### config.mk
export PLATFORM = sky130hd
export DESIGN_NAME = sdram_arbiter
export DESIGN_NICKNAME = d
export VERILOG_FILES = /design/src/rtl/sdram_arbiter.sv
export SDC_FILE = /design/constraint.sdc
export NUM_CORES = 1
export LEC_CHECK = 0
export CAP_MARGIN = 20
export CORE_ASPECT_RATIO = 1.1
export CORE_MARGIN = 2
export CORE_UTILIZATION = 39
export CTS_CLUSTER_DIAMETER = 120
export DETAILED_ROUTE_END_ITERATION = 7
export PLACE_DENSITY = 0.8
export SLEW_MARGIN = 10
export SYNTH_ARGS = -nofsm -noshare
export SYNTH_HDL_FRONTEND = slang
export SYNTH_SLANG_ARGS = --single-unit
### constraint.sdc
create_clock -name clk -period 1.9 [get_ports clk]
set_clock_uncertainty 0.1 [all_clocks]
set_input_delay 0.285 -clock clk [delete_from_list [all_inputs] [get_ports clk]]
set_output_delay 0.285 -clock clk [all_outputs]
set_load 0.02 [all_outputs]
### src/rtl/sdram_arbiter.sv
// sdram_arbiter -- two-port, slot-based SDRAM access arbiter.
//
// Decisions are taken only on clk edges where the sync strobe is high. Each
// such edge completes the slot in flight and then grants the next one. A
// granted request completes exactly one slot later. Port 0 has fixed priority.
// The port being acked is not eligible on that same edge, so both ports
// alternate when both hold their request.
//
// Optional feature: define SDRAM_ARB_REFRESH_GAP_EN to enable a run counter.
// After MAX_RUN consecutive granted slots, the next slot is forced idle so
// that downstream logic gets a refresh opportunity.
//
// Ports
//   clk, resetn           system clock, asynchronous active-low reset
//   sync                  one-clk slot strobe (start of each slot)
//   pN_req/we/ds/addr/wdata   requester N command (N = 0, 1)
//   pN_ack                one-clk completion pulse for requester N
//   pN_rdata              read data for requester N, valid from the ack cycle
//   ram_we/oe/ds/addr/din SDRAM command, held constant for the whole slot
//   ram_dout              SDRAM read data, sampled on the completing sync edge
//
// State | meaning
// IDLE  | no slot in flight (current slot is idle)
// BUSY  | a granted slot is in flight, owner/owner_we identify it

module sdram_arbiter #(
    parameter int ADDR_W  = 20,
    parameter int MAX_RUN = 7
) (
    input  logic              clk,
    input  logic              resetn,
    input  logic              sync,

    input  logic              p0_req,
    input  logic              p0_we,
    input  logic [1:0]        p0_ds,
    input  logic [ADDR_W-1:0] p0_addr,
    input  logic [15:0]       p0_wdata,
    output logic              p0_ack,
    output logic [15:0]       p0_rdata,

    input  logic              p1_req,
    input  logic              p1_we,
    input  logic [1:0]        p1_ds,
    input  logic [ADDR_W-1:0] p1_addr,
    input  logic [15:0]       p1_wdata,
    output logic              p1_ack,
    output logic [15:0]       p1_rdata,

    output logic              ram_we,
    output logic              ram_oe,
    output logic [1:0]        ram_ds,
    output logic [ADDR_W-1:0] ram_addr,
    output logic [15:0]       ram_din,
    input  logic [15:0]       ram_dout
);

    localparam logic [0:0] ST_IDLE = 1'b0;
    localparam logic [0:0] ST_BUSY = 1'b1;

    if (MAX_RUN < 1) begin : g_bad_max_run
        $error("sdram_arbiter: MAX_RUN must be at least 1");
    end

    logic [0:0]        state;
    logic              owner;      // 0 = p0, 1 = p1
    logic              owner_we;

    logic              gnt0;
    logic              gnt1;
    logic              force_idle;
    logic              grant_any;
    logic              sel_we;
    logic [1:0]        sel_ds;
    logic [ADDR_W-1:0] sel_addr;
    logic [15:0]       sel_wdata;

`ifdef SDRAM_ARB_REFRESH_GAP_EN
    localparam int RUN_W = $clog2(MAX_RUN + 1);

    logic [RUN_W-1:0] run_cnt;

    assign force_idle = (run_cnt == RUN_W'(MAX_RUN));

    // Counts consecutive granted slots; any idle slot (forced or not) clears it.
    always_ff @(posedge clk or negedge resetn) begin
        if (!resetn) begin
            run_cnt <= '0;
        end else if (sync) begin
            if (grant_any) begin
                run_cnt <= run_cnt + RUN_W'(1);
            end else begin
                run_cnt <= '0;
            end
        end
    end
`else
    assign force_idle = 1'b0;
`endif

    // The owner of the completing slot is excluded on this edge.
    always_comb begin
        gnt0      = p0_req && !((state == ST_BUSY) && (owner == 1'b0));
        gnt1      = p1_req && !((state == ST_BUSY) && (owner == 1'b1)) && !gnt0;
        grant_any = (gnt0 || gnt1) && !force_idle;
        if (gnt0) begin
            sel_we    = p0_we;
            sel_ds    = p0_ds;
            sel_addr  = p0_addr;
            sel_wdata = p0_wdata;
        end else begin
            sel_we    = p1_we;
            sel_ds    = p1_ds;
            sel_addr  = p1_addr;
            sel_wdata = p1_wdata;
        end
    end

    always_ff @(posedge clk or negedge resetn) begin
        if (!resetn) begin
            state    <= ST_IDLE;
            owner    <= 1'b0;
            owner_we <= 1'b0;
            p0_ack   <= 1'b0;
            p1_ack   <= 1'b0;
            p0_rdata <= '0;
            p1_rdata <= '0;
            ram_we   <= 1'b0;
            ram_oe   <= 1'b0;
            ram_ds   <= '0;
            ram_addr <= '0;
            ram_din  <= '0;
        end else begin
            // Acks are one-clk pulses; sync pulses are at least 2 clk apart.
            p0_ack <= 1'b0;
            p1_ack <= 1'b0;
            if (sync) begin
                if (state == ST_BUSY) begin
                    if (owner == 1'b0) begin
                        p0_ack <= 1'b1;
                        if (!owner_we) p0_rdata <= ram_dout;
                    end else begin
                        p1_ack <= 1'b1;
                        if (!owner_we) p1_rdata <= ram_dout;
                    end
                end
                if (grant_any) begin
                    state    <= ST_BUSY;
                    owner    <= !gnt0;
                    owner_we <= sel_we;
                    ram_we   <= sel_we;
                    ram_oe   <= !sel_we;
                    ram_ds   <= sel_ds;
                    ram_addr <= sel_addr;
                    ram_din  <= sel_wdata;
                end else begin
                    // Idle slot: address and data keep their last values.
                    state  <= ST_IDLE;
                    ram_we <= 1'b0;
                    ram_oe <= 1'b0;
                    ram_ds <= '0;
                end
            end
        end
    end

endmodule

== After elaboration in Yosys (flattened, before gate mapping) ==
Index checks and enable logic that the tools add are counted.

* Bits of input ports: 99
* Flip-flop bits (word level): 77

* Reductions and logical operators: 13
* Muxes and demuxes: 14
* Bitwise operators: 2

{| class="wikitable"
|+ Operator list
! kind !! count
|-
| $mux W20 || 1
|-
| $mux W16 || 1
|-
| $mux W1 || 10
|-
| $reduce_and A4 Y1 || 2
|-
| $logic_and A1 B1 Y1 || 5
|-
| $logic_not A1 Y1 || 4
|-
| $mux W2 || 2
|-
| $not A1 Y1 || 2
|-
| $reduce_and A2 Y1 || 1
|-
| $logic_or A1 B1 Y1 || 1
|}

== Depth between registers and ports, before layout ==
* Depth in word-level cells: 8
* Depth in mapped cells: 6
* Depth with buffers taken out: 4

== Least setup slack after synthesis ==
No wires, ideal clock.

* Path kind: reg-to-reg
* Start point: reg owner
* End point: reg p0_rdata[10]
* Data arrival time: 1397 ps
* Path slack: 278 ps
* Data required time: 1675 ps
* Library setup time: 125 ps
* Stages on the path, launching flop included: 5
* Path through: dfrtp_1 > nand2b_2 > nor3_4 > buf_6 > mux2_2

* Word-level cells in the longest chain between the ends: 2

{| class="wikitable"
|+ Ends and longest elaborated chain
! item !! RTL line !! RTL
|-
| from (decl) || 66 || <nowiki>logic owner;</nowiki>
|-
| from (signal assigned) || 149 || <nowiki>owner <= !gnt0;</nowiki>
|-
| $not A1 Y1 (no line) || -- ||
|-
| $reduce_and A4 Y1 (no line) || -- ||
|-
| to (signal assigned) || 141 || <nowiki>if (!owner_we) p0_rdata <= ram_dout;</nowiki>
|-
| to (decl) || 40 || <nowiki>output logic [15:0] p0_rdata,</nowiki>
|}

Every way passes these cells.
A chain may end at the register's enable or synchronous reset.

== Worst setup path after layout ==
* Start point: reg p0_rdata[15]
* End point: out p0_rdata[15]

No word-level cell between the ends.

==> results.sh <==
export IMPL_outcome="completed"
export IMPL_synth_mux_area_frac=0.234
export IMPL_num_rows=34
export IMPL_worst_slack_ps=152
export IMPL_timing_critical_path_buf_inv=1
export IMPL_fin_setup_tns_ps=0
export IMPL_tightest_slew_ps=420
export IMPL_io_buffer_count=172
export IMPL_vias=2629
export IMPL_final_cell_mix="171 x clkdlybuf4s50_1, 77 x dfrtp_1, 40 x mux2i_1, 38 x nor2_1, 38 x a21oi_1"
export IMPL_path_max_fanout=2
export IMPL_synthAdderAreaFrac=0
export IMPL_drc=0
export IMPL_start_kind="flip-flop"
export IMPL_critPathKind="reg2out"
export IMPL_p_seq_frac=0.374
export IMPL_area_growth_syn_to_layout_pct=65.1
export IMPL_start_util=0.406
export IMPL_synth_largest_type_area_fraction=0.593
export IMPL_end_kind="output port"
export IMPL_yosys_area_share_xor_xnor=0
export IMPL_clkTransAtPathRegs_ps=90
export IMPL_cp_top_family="buffers and inverters"
export IMPL_syn_cell_area_um2=3250
export IMPL_nets=531
export IMPL_ys_warn_count=0
export IMPL_p_sw_mw=2.29
export IMPL_cts_root_buf="clkbuf_8"
export IMPL_ys_seq_area_frac=0.593
export IMPL_fp_dieW_um=91.0
export IMPL_antenna_found_initial=0
export IMPL_setup_viol=0
export IMPL_p_comb_frac=0.432
export IMPL_cap_viol_max_count=0
export IMPL_synth_top_family_by_area="multiplexers"
export IMPL_fin_cells=545
export IMPL_cts_tree="built"
export IMPL_ys_ff_latch=77
export IMPL_p_int_mw=4.35
export IMPL_gp_congestion=0.759
export IMPL_crit_chain="clkdlybuf4s50_1"
export IMPL_grt_use_total=0.203
export IMPL_p_per_area_nw_per_um2=1240
export IMPL_netlist_instances=254
export IMPL_grt_pass1_vias=2869
export IMPL_synth_area_leader_cell="dfrtp_1"
export IMPL_wl_per_cell_um=16.3
export IMPL_numCtsBuffers=9
export IMPL_drv_slew=0
export IMPL_htree_levels=3
export IMPL_grt_start_max_net_pins=49
export IMPL_drtIter0Drc=51
export IMPL_synth_simple_gate_area_frac=0.0601
export IMPL_worstSkewPairLatency_ps=350
export IMPL_firstDrtPassIters=4
export IMPL_crit_start="p0_rdata[15]"
export IMPL_fp_dieArea_um2=9080
export IMPL_slowest_delay_ps=630
export IMPL_finalWirelength_mm=8.86
export IMPL_cts_setup_buffers=0
export IMPL_slew_headroom=0.717
export IMPL_syn_mean_instance_area_um2=12.8
export IMPL_cp_required_ps=1510
export IMPL_dp_cells=528
export IMPL_switching_share=0.345
export IMPL_yosys_top_cells_area="dfrtp_1 59%, mux2i_1 12%, mux2_2 11%, a21oi_1 5.9%, nor2_1 4.4%"
export IMPL_clkPwrFrac=0.194
export IMPL_fin_crit_sh=0.920
export IMPL_drive_above_1_share=0.144
export IMPL_clock_sinks=77
export IMPL_num_fill_cells=643
export IMPL_synth_compound_area_share=0.0801
export IMPL_grt_overflow=0
export IMPL_antenna_cells=0
export IMPL_leakagePower_nw=2.32
export IMPL_timing_hold_violations_final=0
export IMPL_grt_pass1_wl_mm=14.4
export IMPL_cp_arrival_ps=1360
export IMPL_core_area_um2=8000
export IMPL_cts_path_max_buffers=2
export IMPL_finalCriticalPeriod_ps=1750
export IMPL_rr_startpoint="owner"
export IMPL_min_path_type="in2async"
export IMPL_post_cts_resized=0
export IMPL_multi_input_area_um2=1220
export IMPL_die_y_um=99.7
export IMPL_antenna_left=0
export IMPL_critical_path_slowest_cell="clkdlybuf4s50_1"
export IMPL_synth_distinct_cells=22
export IMPL_io_pins=173
export IMPL_synth_net_count=353
export IMPL_fmax_mhz=572
export IMPL_hpwl_mm=6.75
export IMPL_ir_drop_mv=1.06
export IMPL_rsz0062_at_grt="no"
export IMPL_vias_per_cell=4.82
export IMPL_final_common_cell="clkdlybuf4s50_1"
export IMPL_post_place_ws_ps=-67.3
export IMPL_seq_area_um2=1930
-- layer usage --
metal	global-route usage	share of wire	vias up
met2	0.338	0.48	116
met4	0.0699	0.013	0
met1	0.225	0.39	1253
met5	0	0	-
met3	0.103	0.11	10
li1	-	-	1250
-- worst paths after layout --
check,end,slack [ps],cells past startpoint
setup / recovery,p0_rdata[15],150,1
hold / removal,p1_rdata[14],300,2
setup reg to reg,ram_din[4],170,5
hold reg to reg,ram_ds[1],400,1
max in group asynchronous,ram_addr[18],790,3
min in group clk,ram_ds[1],400,1
-- power by group through the flow --
| stage | combinational [mW] | sequential, mW | clock (mW) |
|---|---|---|---|
| floorplan | 0.680 | 3.14 | 0 |
| global placement | 2.83 | 2.47 | 0 |
| detailed placement | 2.88 | 2.51 | 0 |
| CTS | 2.90 | 2.49 | 1.32 |
| global route | 3.04 | 2.56 | 1.40 |
| finish | 2.87 | 2.49 | 1.29 |
-- synthesized netlist by cell type --
cell,count
dfrtp_1,77
mux2i_1,40
a21oi_1,38
nor2_1,38
mux2_2,32
buf_2,6
buf_4,4
o2bb2ai_1,3
a21o_1,2
buf_6,2
a21oi_2,1
a22o_1,1
a31oi_1,1
and3_1,1
buf_8,1
clkbuf_1,1
inv_2,1
nand2_2,1
nand2b_2,1
nand4b_2,1
nor3_4,1
o21ai_0,1
-- final cells by class --
class                      instances  area share
sequential                        77       0.359
timing repair buffer             181       0.348
multi-input combinational        162       0.228
clock buffer                      10      0.0257
tap                              108      0.0252
clock inverter                     6      0.0133
inverter                           1    0.000700
-- through the flow --
stage	util	power, mW	hold WS [ps]	instance area [um2]
detailed placement	0.643	5.39	148	5140
global route	0.671	7.00	328	5360
finish	0.671	6.64	305	5360
floorplan	-	3.82	-111	3250
CTS	0.671	6.71	300	5360
global placement	0.643	5.30	137	5140
-- logic make-up after synthesis --
| kind of cell | count (synthesis) |
|---|---|
| buffers and inverters | 15 |
| flip-flops | 77 |
| AO/OA/AOI/OAI | 47 |
| AND/OR/NAND/NOR | 43 |
| multiplexers | 72 |
-- what timing repair did --
action	in CTS	in global routing
hold buffers	1	0
setup endpoints to repair	0	0
endpoints found under the hold margin	29	0
-- sequential cells by signal, indices dropped and copies added (netlist names) --
register	flops
ram_oe	1
ram_addr	20
ram_we	1
p0_rdata	16
owner	1
state	1
ram_ds	2
owner_we	1
p1_ack	1
p1_rdata	16
p0_ack	1
ram_din	16
(Power assumes the default switching activity.)
